===== src/rtl/stack_unloader.sv =====
// -----------------------------------------------------------------------------
// stack_unloader
//
// Drains an external LIFO stack into an internal buffer, then replays the
// captured entries in original push order on a valid/ready stream.
//
// Flow: IDLE -> (POP -> CAPTURE)* -> EMIT -> DONE -> IDLE
//   * POP asks the stack for one entry; the entry arrives on stk_d_out one
//     cycle later and is written in CAPTURE (two cycles per entry).
//   * Capture stops on stk_empty, or when DEPTH entries are held and the
//     stack still has more (overflow, sticky until the next start).
//   * The buffer is filled top-of-stack first, so EMIT walks it from
//     count-1 down to 0 to recover push order.
//
// Optional feature (macro STACK_UNLOAD_RESTORE_EN):
//   defined   - every EMIT transfer pushes the emitted entry back onto the
//               stack, leaving it as it was before the unload by DONE.
//   undefined - stk_push and stk_d_in are tied to 0; the unload is destructive.
//
// Parameters:
//   WIDTH  bits per stack entry
//   DEPTH  maximum number of entries captured
//
// Ports:
//   CLK        clock, all state on rising edge
//   RST        asynchronous active-low reset
//   start      begin an unload (sampled in IDLE only)
//   stk_empty  stack empty flag
//   stk_d_out  stack read data, valid the cycle after stk_pop
//   stk_pop    pop request to stack
//   stk_push   push request to stack (restore mode only)
//   stk_d_in   push data to stack (restore mode only)
//   out_valid  out_data valid (high throughout EMIT)
//   out_ready  downstream accepts
//   out_data   emitted entry
//   out_last   high with the final emitted entry
//   busy       unloader not idle
//   done       one-cycle completion pulse
//   overflow   sticky: stack held more than DEPTH entries
//   count      number of entries captured
// -----------------------------------------------------------------------------
module stack_unloader #(
    parameter  int WIDTH = 2,
    parameter  int DEPTH = 256,
    localparam int CW    = $clog2(DEPTH) + 1,
    localparam int AW    = (DEPTH > 1) ? $clog2(DEPTH) : 1
) (
    input  logic             CLK,
    input  logic             RST,
    input  logic             start,
    input  logic             stk_empty,
    input  logic [WIDTH-1:0] stk_d_out,
    output logic             stk_pop,
    output logic             stk_push,
    output logic [WIDTH-1:0] stk_d_in,
    output logic             out_valid,
    input  logic             out_ready,
    output logic [WIDTH-1:0] out_data,
    output logic             out_last,
    output logic             busy,
    output logic             done,
    output logic             overflow,
    output logic [CW-1:0]    count
);

    typedef enum logic [2:0] {
        S_IDLE    = 3'd0,
        S_POP     = 3'd1,
        S_CAPTURE = 3'd2,
        S_EMIT    = 3'd3,
        S_DONE    = 3'd4
    } state_t;

    state_t           state_reg, state_next;
    logic [CW-1:0]    count_reg;
    logic             overflow_reg;
    logic [AW-1:0]    rd_idx_reg;
    logic [AW-1:0]    rd_addr_next;
    logic [AW-1:0]    emit_start_idx;
    logic [WIDTH-1:0] rd_data_reg;
    logic [WIDTH-1:0] buf_mem [DEPTH];

    logic count_full;
    logic count_zero;
    logic xfer;
    logic at_last;

    assign count_full = (count_reg == CW'(DEPTH));
    assign count_zero = (count_reg == '0);
    assign xfer       = (state_reg == S_EMIT) && out_ready;
    assign at_last    = (rd_idx_reg == '0);
    // Last captured slot; the low bits wrap correctly when count == DEPTH.
    assign emit_start_idx = count_reg[AW-1:0] - AW'(1);

    // ---------------- FSM: state register ----------------
    always_ff @(posedge CLK or negedge RST) begin
        if (!RST) begin
            state_reg <= S_IDLE;
        end else begin
            state_reg <= state_next;
        end
    end

    // ---------------- FSM: next state ----------------
    always_comb begin
        state_next = state_reg;
        case (state_reg)
            S_IDLE: begin
                if (start) state_next = S_POP;
            end
            S_POP: begin
                if (stk_empty)       state_next = count_zero ? S_DONE : S_EMIT;
                else if (count_full) state_next = S_EMIT;
                else                 state_next = S_CAPTURE;
            end
            S_CAPTURE: state_next = S_POP;
            S_EMIT: begin
                if (xfer && at_last) state_next = S_DONE;
            end
            S_DONE:  state_next = S_IDLE;
            default: state_next = S_IDLE;
        endcase
    end

    // ---------------- FSM: outputs ----------------
    always_comb begin
        stk_pop   = (state_reg == S_POP) && !stk_empty && !count_full;
        out_valid = (state_reg == S_EMIT);
        out_last  = (state_reg == S_EMIT) && at_last;
        out_data  = (state_reg == S_EMIT) ? rd_data_reg : '0;
        busy      = (state_reg != S_IDLE);
        done      = (state_reg == S_DONE);
`ifdef STACK_UNLOAD_RESTORE_EN
        // Pushing back in emit (push) order rebuilds the original stack.
        stk_push  = xfer;
        stk_d_in  = (state_reg == S_EMIT) ? rd_data_reg : '0;
`else
        stk_push  = 1'b0;
        stk_d_in  = '0;
`endif
    end

    assign count    = count_reg;
    assign overflow = overflow_reg;

    // ---------------- capture / emit bookkeeping ----------------
    always_ff @(posedge CLK or negedge RST) begin
        if (!RST) begin
            count_reg    <= '0;
            overflow_reg <= 1'b0;
            rd_idx_reg   <= '0;
        end else begin
            case (state_reg)
                S_IDLE: begin
                    if (start) begin
                        count_reg    <= '0;
                        overflow_reg <= 1'b0;
                        rd_idx_reg   <= '0;
                    end
                end
                S_POP: begin
                    rd_idx_reg <= emit_start_idx;
                    if (!stk_empty && count_full) overflow_reg <= 1'b1;
                end
                S_CAPTURE: count_reg <= count_reg + CW'(1);
                S_EMIT: begin
                    if (xfer && !at_last) rd_idx_reg <= rd_idx_reg - AW'(1);
                end
                default: ;
            endcase
        end
    end

    // Read address one cycle ahead so the registered buffer output already
    // holds the entry EMIT will present; stalls re-read the same slot.
    always_comb begin
        rd_addr_next = rd_idx_reg;
        if (state_reg == S_POP) begin
            rd_addr_next = emit_start_idx;
        end else if (xfer && !at_last) begin
            rd_addr_next = rd_idx_reg - AW'(1);
        end
    end

    // ---------------- capture buffer (block RAM, registered read) ----------------
    always_ff @(posedge CLK) begin
        if (state_reg == S_CAPTURE) begin
            buf_mem[count_reg[AW-1:0]] <= stk_d_out;
        end
        rd_data_reg <= buf_mem[rd_addr_next];
    end

endmodule


===== config.mk =====
export PLATFORM = sky130hd
export DESIGN_NAME = stack_unloader
export DESIGN_NICKNAME = d
export VERILOG_FILES = /design/src/rtl/stack_unloader.sv
export SDC_FILE = /design/constraint.sdc
export NUM_CORES = 1
export LEC_CHECK = 0
export ABC_AREA = 1
export CELL_PAD_IN_SITES_DETAIL_PLACEMENT = 1
export CELL_PAD_IN_SITES_GLOBAL_PLACEMENT = 1
export CORE_AREA = 2 2 320 322
export DETAILED_ROUTE_END_ITERATION = 8
export DIE_AREA = 0 0 322 324
export GPL_ROUTABILITY_DRIVEN = 0
export HOLD_SLACK_MARGIN = 0.06
export PLACE_DENSITY_LB_ADDON = 0.1
export SETUP_SLACK_MARGIN = 0.3
export SLEW_MARGIN = 5
export SYNTH_ARGS = -nofsm -noshare
export SYNTH_HDL_FRONTEND = slang
export SYNTH_SLANG_ARGS = --single-unit

===== constraint.sdc =====
create_clock -name CLK -period 2.2 [get_ports CLK]
set_input_delay 0.33 -clock CLK [delete_from_list [all_inputs] [get_ports CLK]]
set_output_delay 0.33 -clock CLK [all_outputs]
set_load 0.005 [all_outputs]

==> key figures, run 1 <==
STA
  • Setup Viol. Count Final: 174
  • F_max: around 370 MHz
  • Worst Skew: 0.0181 ns
  • Final hold violation count: 0
  • Period utilisation layout: 1.23
  • Pins Over Slew Limit: 0
  • Post-layout minimum cycle time: roughly 2.7 ns
  • RSZ-0062 raised after global routing: yes
  • Setup TNS: -6.24 ns
  • Worst Setup Slack, final: -0.503 ns
  • Slew @ Worst Pin: 0.555 ns
  • Relative slew slack: 0.630

Drt
  • Via count: 19.5k
  • 1st-iter DRT viols: 1,074
  • Vias/cell: 4.53
  • Drt first pass iters: 5
  • Remaining DRCs: 0
  • DRT antenna net count: 0
  • Wirelength, routed: about 100 mm
  • Wire per inst: 23.9 µm

Clock network
  • Clk Latency, worst-skew pair: between 0.6 and 0.7 ns
  • Root Driver: clkbuf_16
  • Cts bufs inserted: 69
  • Maximum clock path buffer count: 3
  • TritonCTS clock tree: done
  • Clock slew at reported path FFs: 0.06 ns
  • TritonCTS Sinks: 535
  • H-tree levels: 3

Finish
  • Fill count: 11.0k
  • Area of the multi-input gates: about 10000 µm²
  • Core Util, Final: 0.360
  • Nets: 2,968
  • Antenna Diode Count: 0
  • Share of cells above drive strength 1: 0.313
  • Area Overhead vs Synth: 45.6%
  • Fin cells: 4,312
  • Max reg flops: 512
  • Storage element area: ~16,000 µm²

Critical path
  • Worst-path cell chain: nor2_1 -> nand2_1 -> o21ai_4 -> nand2_2 -> nand3_4 -> nand2_8 -> buf_16 -> buf_12 -> buf_4 -> buf_16 -> nand2_1 -> nand2_1 -> nand2_1 -> nand3_1 -> nand3_2 -> nand3_4 -> nand3_2 -> nand3_2 -> nand3_2 -> nand2_1
  • Worst path most repeated cell: nand2_1
  • Reg2reg start: rd_idx_reg[2]
  • Max incr delay on CP: 0.40 ns
  • Worst Path Arrival: 3.21 ns
  • Reg2reg end: rd_data_reg[1]
  • FF-to-FF path depth: 20
  • CP Max Fanout: 10
  • Reg2reg setup slack: -0.50 ns
  • Endpoint type of the worst setup path: flop
  • WS Path Type: reg -> reg
  • CP required: 2.70 ns
  • CP max-delay cell: dfrtp_1
  • Startpoint class of the critical path: flop

GRT
  • Grt total ovfl: 0
  • Gr usage total: 0.195
  • Largest net degree at the start of global routing: 87
  • GR peak layer: met2
  • First-pass GRT wire length: between 100 and 150 mm
  • Met2 Use GR: 0.320
  • Vias in the first global route: 20.8k
  • GR Util met1: 0.257
  • Antenna violations before repair: 0
  • GR met3 Demand/Resource: 0.0305

Logic synthesis
  • Post-Synthesis Cells: about 2.7k
  • Prevailing post-synth register cell: edfxtp_1
  • Post-synthesis average cell area: 9.43 µm²
  • Post-synth EDFFs: ~500
  • Async SR Flop Fraction: 0.0393
  • Cell Area, Synth: 25,000 µm²
  • Count of different cell masters after synthesis: 39
  • Sequential fraction of the synthesis area: 0.638
  • Warnings from Yosys: 0
  • FF+latch count, synth: 535

Hold path
  • HP Class: in -> async

Flow run
  • Maxcap violations: 0

Floorplanning
  • Core area: 101,000 µm²
  • IO Count: 27
  • Chip Height: 324 µm
  • Row count: 117
  • Width of the die: 322 µm
  • Die area: roughly 100,000 µm²
  • Initial Util: 0.247

Pwr
  • Pwr per Cell Area: 1590 nW/µm²
  • Pwr Total: 58.0 mW
  • Leakage: 14.1 nW
  • VDD IR max: 723 µV

Status
  • Failing checks: setup timing
  • Status: complete, but fails checks

Placed design
  • DP HPWL: 58.6 mm
  • Port Buffer Count: 23
  • Placed cells: approximately 4.1k
critical path, delay by kind of cell, from the launching register on:
| kind | cells | cell delay, ns |
|---|---|---|
| simple gates | 15 | 1.35 |
| flops | 1 | 0.40 |
| compound gates | 1 | 0.24 |
| buf+inv | 4 | 0.58 |
repair_timing:
action / in CTS / in global routing
hold endpoints to repair: 12 / 0
resized for setup: 634 / 368
setup buffers: 53 / 37
setup endpoints to repair: 527 / 545
pin swaps: 80 / 90
hold buffers: 1 / 0
gates cloned: 25 / 9
layer usage:
metal	share of wire	up-vias
met1	0.45	9866
li1	-	9228
met4	0.035	0
met2	0.47	292
met3	0.039	133
met5	0	-
cell usage after synthesis, types with 2 or more instances:
library cell,n,share of area
a21oi_1,6,0.0012
buf_1,5,0.00075
buf_2,71,0.014
buf_4,11,0.0033
buf_6,10,0.0045
clkbuf_1,45,0.0068
clkinv_1,3,0.00045
dfrtp_1,21,0.021
dfxtp_1,2,0.0016
edfxtp_1,512,0.62
ha_1,7,0.0035
inv_1,434,0.065
inv_2,6,0.00090
nand2_1,666,0.10
nand2_2,2,0.00050
nand3_1,459,0.092
nand3_2,2,0.00080
nand3b_1,2,0.00060
nand4_1,2,0.00050
nor2_1,308,0.046
nor3_1,5,0.0010
o211ai_1,19,0.0057
o21ai_0,23,0.0046
o21ai_1,7,0.0014
o21ai_2,2,0.00070
o221ai_1,3,0.0011
xor2_1,5,0.0018
power breakdown:
group	total [mW]	switching [mW]	internal, mW	leakage (nW)
clock network	10.9	4.49	6.37	1.04
registers	11.5	0.133	11.3	4.89
logic	35.6	21.1	14.6	8.16
total	58.0	25.7	32.3	14.1
layout make-up:
type | count | area share
repair buffers | 374 | 0.137
well taps | 1309 | 0.0450
multi-input cells | 1531 | 0.275
clock inverters | 33 | 0.00763
clock buffers | 87 | 0.0505
inverters | 443 | 0.0469
flip-flops and latches | 535 | 0.438
worst max path at each step:
stage	startpoint	end	slack [ns]	cells after the start
finish	rd_idx_reg[2]	rd_data_reg[1]	-0.50	20
global route	rd_idx_reg[0]	rd_data_reg[0]	-0.62	21
CTS	rd_idx_reg[0]	rd_data_reg[0]	-0.50	20
detailed placement	out_ready	rd_data_reg[1]	-1.13	17
global placement	out_ready	rd_data_reg[1]	-1.16	17
floorplan	rd_idx_reg[0]	rd_data_reg[1]	0.001	20
kinds of logic (layout without fill, tap and decap cells):
family / count (synthesis) / in the layout / share of synthesized area
other cells: 1 / 3 / 0.000150
flops: 535 / 535 / 0.638
xor+xnor: 6 / 6 / 0.00210
compound gates: 65 / 65 / 0.0165
simple gates: 1450 / 1450 / 0.243
fa+ha+maj: 7 / 7 / 0.00350
buf+inv: 586 / 937 / 0.0967
metrics by stage:
| step | setup WS, ns | hold slack (ns) | cell area [µm²] |
|---|---|---|---|
| 6_report | -0.503 | 0.101 | 36400 |
| 5_1_grt | -0.617 | 0.115 | 36400 |
| 4_1_cts | -0.504 | 0.0767 | 34400 |
| 3_5_place_dp | -1.13 | 0.489 | 28700 |
| 3_3_place_gp | -1.16 | 0.498 | 28700 |
| 2_1_floorplan | 0.00107 | 0.0344 | 25100 |
cells in the final DEF, fill, tap and decap left out, types with 4 or more instances in the layout:
cell	Yosys	final
nand2_1	666	638
edfxtp_1	512	512
inv_1	434	412
nand3_1	459	339
nor2_4	1	268
buf_4	11	168
nand3_2	2	93
clkbuf_16	0	79
buf_6	10	68
buf_12	0	57
buf_16	0	47
nor2_1	308	30
nand3_4	1	30
inv_2	6	20
nand2_8	0	20
o211ai_1	19	19
dfrtp_1	21	18
clkbuf_1	45	16
clkinv_2	0	14
o21ai_1	7	13
nor2_2	1	12
o21ai_0	23	12
clkinv_1	3	11
nand2_4	1	6
inv_6	0	6
dlymetal6s2s_1	0	6
nand2_2	2	5
ha_1	7	5
clkdlybuf4s50_1	0	5
o21ai_4	1	4
xor2_1	5	4
a21oi_1	6	4
o21ai_2	2	4
bufinv_16	0	4
buf_2	71	4
(Power assumes the default switching activity.)
==> run 2: changes to the inputs <==
- CORE_AREA: 2 2 320 322 -> 2 2 239 241
- DIE_AREA: 0 0 322 324 -> 0 0 241 243
==> key figures, run 2 (same netlist as run 1, synthesis figures left out) <==
Status
  • Status: complete, but fails checks
  • Failing checks: setup timing

GRT
  • Vias in the first global route: 21.5k
  • Grt total ovfl: 0
  • Gr usage total: 0.302
  • First-pass GRT wire length: between 100 and 150 mm
  • Largest net degree at the start of global routing: 99
  • Antenna violations before repair: 0

Critical path
  • CP required: 2.71 ns
  • FF-to-FF path depth: 17
  • Reg2reg end: rd_data_reg[0]
  • Reg2reg start: state_reg[2]
  • Endpoint type of the worst setup path: flop
  • CP max-delay cell: dfrtp_1
  • Worst Path Arrival: between 3 and 4 ns
  • Startpoint class of the critical path: flop
  • WP buf/inv: 5
  • Family with the most delay on the worst path: simple AND/OR/NAND/NOR gates
  • Reg2reg setup slack: -0.65 ns
  • CP Depth: 17
  • Max incr delay on CP: 0.41 ns
  • CP Max Fanout: 16
  • Worst path most repeated cell: nand3_4
  • WS Path Type: reg -> reg
  • Worst-path cell chain: inv_2 -> nand3_4 -> nor2_4 -> o21ai_4 -> buf_4 -> buf_4 -> nor2_4 -> xor2_2 -> o21ai_4 -> buf_4 -> buf_12 -> nand3_1 -> nand3_2 -> nand3_4 -> nand3_4 -> nand3_4 -> nand2_2

Clock network
  • Root Driver: clkbuf_16
  • Cts bufs inserted: 59
  • TritonCTS Sinks: approximately 540
  • Maximum clock path buffer count: 3
  • Clk Latency, worst-skew pair: around 0.63 ns
  • TritonCTS clock tree: done
  • Clock slew at reported path FFs: 0.06 ns
  • H-tree levels: 2

STA
  • Hold Worst Slack: between 0.08 and 0.09 ns
  • Worst Setup Slack, final: -0.647 ns
  • Setup Viol. Count Final: 6
  • Worst Skew: 0.0229 ns
  • Pins Over Slew Limit: 0
  • Setup TNS: -1.88 ns
  • F_max: 351 MHz
  • Relative slew slack: 0.555
  • Period utilisation layout: 1.29
  • RSZ-0062 raised after global routing: yes
  • Slew @ Worst Pin: ~0.67 ns
  • Final hold violation count: 0
  • Post-layout minimum cycle time: 2.85 ns

Placed design
  • DP HPWL: around 52 mm
  • Setup WS pre-CTS: -1.08 ns
  • Placed Area: roughly 28,000 µm²
  • Port Buffer Count: 23

Pwr
  • VDD IR max: 1180 µV
  • Pwr per Cell Area: 1660 nW/µm²
  • Leakage: about 14 nW
  • Pwr Total: ~56 mW

Finish
  • Most frequent cells in the layout: 632 x nand2_1, 512 x edfxtp_1, 417 x inv_1, 354 x nand3_1, 180 x nor2_4
  • Most common cell after layout, fill and taps aside: nand2_1
  • Nets: 2,922
  • Max reg flops: 512
  • Share of cells above drive strength 1: 0.267
  • Area Overhead vs Synth: 35.9%
  • Antenna Diode Count: 0
  • Storage element area: 15,900 µm²
  • Final Instance Area: 34,000 µm²
  • Area of the multi-input gates: around 9100 µm²
  • Fill count: 5,908

Floorplanning
  • Core area: 56,000 µm²
  • Initial Util: 0.447
  • Chip Height: 243 µm
  • Die area: 58,600 µm²
  • Row count: 87
  • Width of the die: 241 µm
  • IO Count: 27

Drt
  • Via count: between 20k and 25k
  • Remaining DRCs: 0
  • Wire per inst: 25.1 µm
  • Drt first pass iters: 5
  • Wirelength, routed: just over 90 mm
  • 1st-iter DRT viols: 1,564
  • Vias/cell: 5.53
  • DRT antenna net count: 0

Hold path
  • HP Class: in -> async

Flow run
  • Maxcap violations: 0
-- run 2: worst max path at each step --
stage	to	slack, ns	from
after CTS	rd_data_reg[0]	-0.45	rd_idx_reg[0]
after global routing	rd_data_reg[1]	-0.72	state_reg[2]
final	rd_data_reg[0]	-0.65	state_reg[2]
after detailed placement	rd_data_reg[0]	-1.08	out_ready
after global placement	rd_data_reg[0]	-1.07	out_ready
after floorplan	rd_data_reg[1]	0.001	rd_idx_reg[0]
-- run 2: report_power, final --
group          switching (mW)  total (mW)  leakage (nW)  internal, mW
Sequential              0.197        11.5          4.89          11.3
Combinational            20.6        34.7          7.78          14.1
Clock                    4.17        10.2         0.960          6.08
Total                    24.9        56.5          13.6          31.5
-- run 2: final cells by class --
cell class / count / area share
clock buffer: 74 / 0.0464
timing repair buffer: 338 / 0.128
sequential: 535 / 0.469
multi-input combinational: 1531 / 0.267
clock inverter: 34 / 0.0113
inverter: 443 / 0.0497
tap: 756 / 0.0279
-- run 2: worst reg2reg max path, stage by stage, from the launching register on --
cell     delay (ns)
dfrtp_1        0.41
inv_2          0.09
nand3_4        0.08
nor2_4         0.16
o21ai_4        0.11
buf_4          0.15
buf_4          0.13
nor2_4         0.16
xor2_2         0.31
o21ai_4        0.08
buf_4          0.20
buf_12         0.18
nand3_1        0.14
nand3_2        0.12
nand3_4        0.12
nand3_4        0.10
nand3_4        0.12
nand2_2        0.05
-- run 2: repair_timing --
action / 4_1_cts / 5_1_grt
setup buffers: 46 / 19
resized for setup: 413 / 321
endpoints found under the setup margin: 523 / 540
endpoints found under the hold margin: 13 / 0
gates cloned: 22 / 9
hold buffers: 1 / 0
pin swaps: 96 / 42
-- run 2: through the flow --
step | std cells | util
6_report | 3711 | 0.607
2_1_floorplan | 2652 | -
5_1_grt | 3711 | 0.607
4_1_cts | 3683 | 0.579
3_5_place_dp | 3506 | 0.496
3_3_place_gp | 3506 | 0.496
-- run 2: per-layer routing --
metal	part of all wire	track usage
met4	0.049	0.127
met1	0.40	0.394
met5	0	0
met2	0.49	0.506
met3	0.059	0.0372
